===== src/rtl/rr_lzc_arbiter.sv =====
// Round-robin arbiter: trailing-zero winner search over a pointer-masked request
// vector, feeding a single registered output slot with valid/ready handshake.
module rr_lzc_arbiter #(
  parameter  int NUM_REQ    = 4,
  parameter  int DATA_WIDTH = 32,
  localparam int IDX_WIDTH  = $clog2(NUM_REQ)
) (
  input  logic                               clk_i,
  input  logic                               rst_i,
  input  logic                               flush_i,
  input  logic [NUM_REQ-1:0]                 req_i,
  input  logic [NUM_REQ-1:0][DATA_WIDTH-1:0] data_i,
  output logic [NUM_REQ-1:0]                 gnt_o,
  output logic                               valid_o,
  input  logic                               ready_i,
  output logic [DATA_WIDTH-1:0]              data_o,
  output logic [IDX_WIDTH-1:0]               idx_o
);

  typedef enum logic [0:0] {ST_EMPTY = 1'b0, ST_FULL = 1'b1} state_t;

  state_t                r_state;
  state_t                w_state_nxt;
  logic [IDX_WIDTH-1:0]  r_ptr;
  logic [IDX_WIDTH-1:0]  r_idx;
  logic [DATA_WIDTH-1:0] r_data;
  logic [IDX_WIDTH-1:0]  w_winner;
  logic [IDX_WIDTH-1:0]  w_ptr_nxt;
  logic [NUM_REQ-1:0]    w_mask;
  logic [NUM_REQ-1:0]    w_masked;
  logic                  w_accept;
  logic                  w_grant;

  // Lowest set bit wins; scanning downward lets the last hit be the lowest index.
  function automatic logic [IDX_WIDTH-1:0] tz_index(input logic [NUM_REQ-1:0] vec);
    logic [IDX_WIDTH-1:0] idx;
    idx = {IDX_WIDTH{1'b0}};
    for (int i = NUM_REQ - 1; i >= 0; i--) begin
      idx = vec[i] ? IDX_WIDTH'(i) : idx;
    end
    return idx;
  endfunction

  assign valid_o = (r_state == ST_FULL);
  assign data_o  = r_data;
  assign idx_o   = r_idx;

  // Pointer mask: keep requesters at or above the round-robin pointer.
  always_comb begin
    w_mask = {NUM_REQ{1'b0}};
    for (int i = 0; i < NUM_REQ; i++) begin
      w_mask[i] = (IDX_WIDTH'(i) >= r_ptr);
    end
    w_masked = req_i & w_mask;
  end

  // Winner selection and combinational grant; reset forces the grant low.
  always_comb begin
    w_winner  = (|w_masked) ? tz_index(w_masked) : tz_index(req_i);
    w_accept  = (~valid_o | ready_i) & ~flush_i;
    w_grant   = w_accept & (|req_i) & ~rst_i;
    w_ptr_nxt = (w_winner == IDX_WIDTH'(NUM_REQ - 1)) ? {IDX_WIDTH{1'b0}}
                                                       : w_winner + IDX_WIDTH'(1);
    gnt_o     = {NUM_REQ{1'b0}};
    if (w_grant) begin
      gnt_o[w_winner] = 1'b1;
    end else begin
      gnt_o = {NUM_REQ{1'b0}};
    end
  end

  // Output slot next-state: flush empties, a grant refills, a drain alone empties.
  always_comb begin
    w_state_nxt = r_state;
    case (r_state)
      ST_EMPTY: w_state_nxt = w_grant ? ST_FULL : ST_EMPTY;
      ST_FULL: begin
        if (flush_i) begin
          w_state_nxt = ST_EMPTY;
        end else if (ready_i) begin
          w_state_nxt = w_grant ? ST_FULL : ST_EMPTY;
        end else begin
          w_state_nxt = ST_FULL;
        end
      end
      default: w_state_nxt = ST_EMPTY;
    endcase
  end

  // State register.
  always_ff @(posedge clk_i or posedge rst_i) begin
    if (rst_i) begin
      r_state <= ST_EMPTY;
    end else begin
      r_state <= w_state_nxt;
    end
  end

  // Payload, index and pointer; these hold whenever no grant is issued.
  always_ff @(posedge clk_i or posedge rst_i) begin
    if (rst_i) begin
      r_ptr  <= {IDX_WIDTH{1'b0}};
      r_data <= {DATA_WIDTH{1'b0}};
      r_idx  <= {IDX_WIDTH{1'b0}};
    end else if (flush_i) begin
      r_ptr  <= {IDX_WIDTH{1'b0}};
    end else if (w_grant) begin
      r_ptr  <= w_ptr_nxt;
      r_data <= data_i[w_winner];
      r_idx  <= w_winner;
    end
  end

endmodule


===== config.mk =====
export PLATFORM = sky130hd
export DESIGN_NAME = rr_lzc_arbiter
export DESIGN_NICKNAME = d
export VERILOG_FILES = /design/src/rtl/rr_lzc_arbiter.sv
export SDC_FILE = /design/constraint.sdc
export NUM_CORES = 1
export LEC_CHECK = 0
export CORE_MARGIN = 2
export CORE_UTILIZATION = 38
export DETAILED_ROUTE_END_ITERATION = 12
export PLACE_DENSITY = 0.82
export SYNTH_ARGS = -nofsm -noshare
export SYNTH_HDL_FRONTEND = slang
export SYNTH_SLANG_ARGS = --single-unit

===== constraint.sdc =====
create_clock -name clk_i -period 2.4 [get_ports clk_i]
set_input_delay 0.24 -clock clk_i [delete_from_list [all_inputs] [get_ports clk_i]]
set_output_delay 0.24 -clock clk_i [all_outputs]
set_load 0.005 [all_outputs]

==> flow_summary.rst <==
.. list-table::
   :header-rows: 1

   * - Metric
     - Value
   * - Outcome
     - finished clean
   * - Period minus WS final
     - 2.35 ns
   * - Pre-CTS setup slack
     - -0.0349 ns
   * - CTS buffer count
     - 5
   * - Synthesized-area fraction occupied by and/or/nand/nor cells
     - 0.163
   * - Starting density of the core
     - 0.396
   * - Startpoint type of the worst setup path
     - flip-flop
   * - Worst Setup Path Type
     - reg -> out
   * - Drt first-iter violations
     - 129
   * - Vertical extent of the die
     - 91.4 um
   * - Worst R2R Path Depth
     - 7
   * - Peak Freq
     - 0.426 GHz
   * - Gr usage total
     - 0.249
   * - Req. time, crit path
     - 2.16 ns
   * - Most used DFF post-synth
     - dfrtp_1
   * - Synth-to-Final Area Change
     - 68.4%
   * - Routed length per instance
     - 18.6 um
   * - Share of final-layout standard cells stronger than drive strength 1
     - 0.143
   * - Num Clock Sinks
     - 37
   * - Hold buffer count at cts
     - 0
   * - Final-report hold violation count
     - 0
   * - Net load switching power
     - 812 uW
   * - Clock share of power
     - 0.175
   * - Nets
     - 612
   * - Final Instance Area
     - 4890 um^2
   * - Die width
     - 91.4 um
   * - Max FO, Critical Path
     - 4
   * - Worst slew margin
     - 0.445
   * - Die Area
     - 8350 um^2
   * - Synth Cell Area
     - 2900 um^2
   * - Clock-pin transition on the worst setup and hold timing paths
     - 0.07 ns
   * - Synthesized-area fraction occupied by xor and xnor cells
     - 0
   * - Portion of netlist area occupied by mux cells
     - 0.114
   * - Worst reg2reg setup slack
     - 0.20 ns
   * - Initial antenna violation count
     - 0
   * - Max rail drop VDD
     - 255 uV
   * - Transition time at the pin with the least slew margin
     - 0.832 ns
   * - Worst-skew pair later-pin latency
     - 0.28 ns
   * - Dpl hpwl
     - 7.60 mm
   * - Adder-cell share of the synthesized area
     - 0.00862
   * - Crit path capture type
     - output pin
   * - Number of enable flip-flop cells after synthesis
     - 0
   * - Global-route wire length before repair
     - 16.7 mm
   * - Complex-gate fraction of the synthesized area
     - 0.316
   * - Unique cell type count in the Yosys netlist
     - 33
   * - Critical R2R Capture
     - data_o[29]
   * - Sequential element share of the synthesized area
     - 0.319
   * - Routability congestion estimate
     - 0.836
   * - Number of core rows
     - 31
   * - # setup viols final
     - 0
   * - Main combinational cell family by area after synthesis
     - compound AO/OA/AOI/OAI gates
   * - Ratio of routed vias to standard cells
     - 5.64
   * - Startpoint of the worst register-to-register path
     - r_ptr[1]
   * - Clock Tree Root
     - clkbuf_8
   * - Crit path setup slack, layout
     - 0.0533 ns
   * - Post-placement cell area
     - 4750 um^2
   * - Pwr/cell area
     - 522 nW/um^2
   * - Remaining antenna violation count after routing
     - 0
   * - Mapped Nets
     - 440
   * - Maximum buffer depth of the clock tree
     - 2
   * - Internal power contribution
     - 1740 uW
   * - Ratio of final minimum period to clock period
     - 0.978
   * - Slew Limit Fails
     - 0
   * - Residual overflow from global routing
     - 0
   * - Fin Setup TNS
     - 0 ns
   * - Static leakage power
     - 0.00215 uW
   * - Share of power burned in combinational logic
     - 0.485
   * - CORE AREA
     - 7330 um^2
   * - Number of search-and-repair iterations in the first detailed-routing pass
     - 4
   * - Antenna fix cells
     - 0
   * - Number of global-route vias before repair
     - 3407
   * - Pin count of the biggest net entering global routing
     - 34
   * - H-tree depth
     - 2
   * - Max cap viols
     - 0
   * - I/O pins
     - 175
   * - Via count
     - 3231
   * - Clock tree from TritonCTS
     - built
   * - Number of buffers inserted by port buffering
     - 174
   * - Sum of routed wire length over all layers
     - 10.7 mm
   * - Flop pwr share
     - 0.341
   * - Post-synthesis instance total
     - 302
   * - Post-synthesis async set-or-reset flop share
     - 1.00
   * - Data arrival time of the worst path
     - 2.11 ns
   * - Total of flip-flops plus latches after synthesis
     - 37
   * - Sw Share
     - 0.318
   * - DRC Markers
     - 0
   * - Number of warnings issued by yosys
     - 0
   * - Hold/Removal Path Class
     - in -> async
   * - Mean instance size in the synthesized netlist
     - 9.61 um^2
   * - Worst-case clock skew
     - 0.00267 ns
placed cells by master (no fill, tap or decap), types with 2 or more instances in the layout:
cell type        count
nand2_1             34
a21o_1              33
nor2_2               2
o211ai_2            26
buf_4               23
nand4_1             32
o211ai_1             6
ha_1                 2
nor2b_1              2
a21oi_1              2
buf_12               2
or2_1                2
nor2_1               5
dfrtp_1             37
clkbuf_8             6
mux2i_1             32
and2_1               2
dlymetal6s2s_1       5
inv_1                2
nand2b_1             2
clkdlybuf4s50_1    168
o31ai_1             32
o21ai_1              2
flip-flops by register name (all words and copies together), names as in the netlist:
signal,cells
data_o,32
idx_o,2
valid_o,1
r_ptr,2
worst max-delay path, cell delays in order, from the launching register on:
cell	delay, ns
dfrtp_1	0.43
nand2_1	0.15
a311oi_2	0.12
nor2_1	0.28
ha_1	0.23
and2_1	0.12
clkdlybuf4s50_1	0.50
worst max path at each step:
stage | cells after the start | slack [ns] | startpoint | end
global placement | 7 | -0.007 | req_i[0] | gnt_o[3]
finish | 6 | 0.05 | r_ptr[1] | gnt_o[2]
global route | 6 | -0.07 | r_ptr[1] | gnt_o[2]
CTS | 7 | 0.009 | r_ptr[1] | gnt_o[3]
floorplan | 9 | 0.59 | r_ptr[1] | gnt_o[3]
detailed placement | 7 | -0.03 | req_i[0] | gnt_o[3]
metal layers:
| layer | vias up | GRT usage | routed length (um) |
|---|---|---|---|
| met4 | 0 | 0.104 | 302 |
| met1 | 1552 | 0.288 | 4250 |
| met2 | 151 | 0.435 | 5360 |
| met3 | 25 | 0.0647 | 743 |
| li1 | 1503 | - | - |
| met5 | - | 0 | 0 |
synthesized netlist by cell type, types with 2 or more instances:
| cell type | number | area share |
|---|---|---|
| a21o_1 | 33 | 0.085 |
| a21oi_1 | 3 | 0.0052 |
| and2_1 | 2 | 0.0043 |
| buf_1 | 3 | 0.0039 |
| buf_12 | 4 | 0.028 |
| buf_2 | 6 | 0.010 |
| buf_4 | 2 | 0.0052 |
| clkbuf_1 | 17 | 0.022 |
| dfrtp_1 | 37 | 0.32 |
| ha_1 | 2 | 0.0086 |
| inv_1 | 3 | 0.0039 |
| mux2i_1 | 33 | 0.11 |
| nand2_1 | 35 | 0.045 |
| nand2b_1 | 2 | 0.0043 |
| nand4_1 | 32 | 0.069 |
| nor2_1 | 7 | 0.0091 |
| nor2b_1 | 2 | 0.0043 |
| o211ai_1 | 6 | 0.016 |
| o211ai_2 | 26 | 0.11 |
| o21ai_1 | 2 | 0.0034 |
| o31ai_1 | 32 | 0.083 |
| or2_1 | 2 | 0.0043 |
power groups by stage:
stage | logic (uW) | clock network [uW] | registers [uW]
after floorplan | 549 | 0 | 884
after global placement | 1190 | 0 | 875
after detailed placement | 1220 | 0 | 877
after CTS | 1230 | 462 | 868
after global routing | 1320 | 487 | 886
final | 1240 | 446 | 869
cell families (layout without fill, tap and decap cells):
logic type,after synthesis,in the layout
DFF,37,37
muxes,33,33
buffers and inverters,37,209
adders and majority gates,2,2
AOI/OAI and AO/OA,106,106
and+or+nand+nor,87,87
through the flow:
step           hold WS [ns]  utilization  cells  total power, uW
2_1_floorplan         0.307            -    302             1430
3_3_place_gp          0.471        0.648    562             2070
3_5_place_dp          0.475        0.648    562             2100
4_1_cts               0.355        0.662    570             2560
5_1_grt               0.377        0.667    573             2700
6_report              0.348        0.667    573             2550
layout make-up:
type	count	area [um^2]
clock buffers	7	86.3
fillers	577	2440
repair buffers	199	1970
multi-input cells	228	1770
inverters	3	11.3
well taps	99	124
flip-flops and latches	37	926
timing repair:
action                     in CTS  in global routing
pin swaps                       1                  2
gates resized for setup         3                  6
gates cloned                    0                  0
setup buffers                   1                  3
setup endpoints to repair       3                  4
Note: power is estimated with default switching activity, not from simulation.
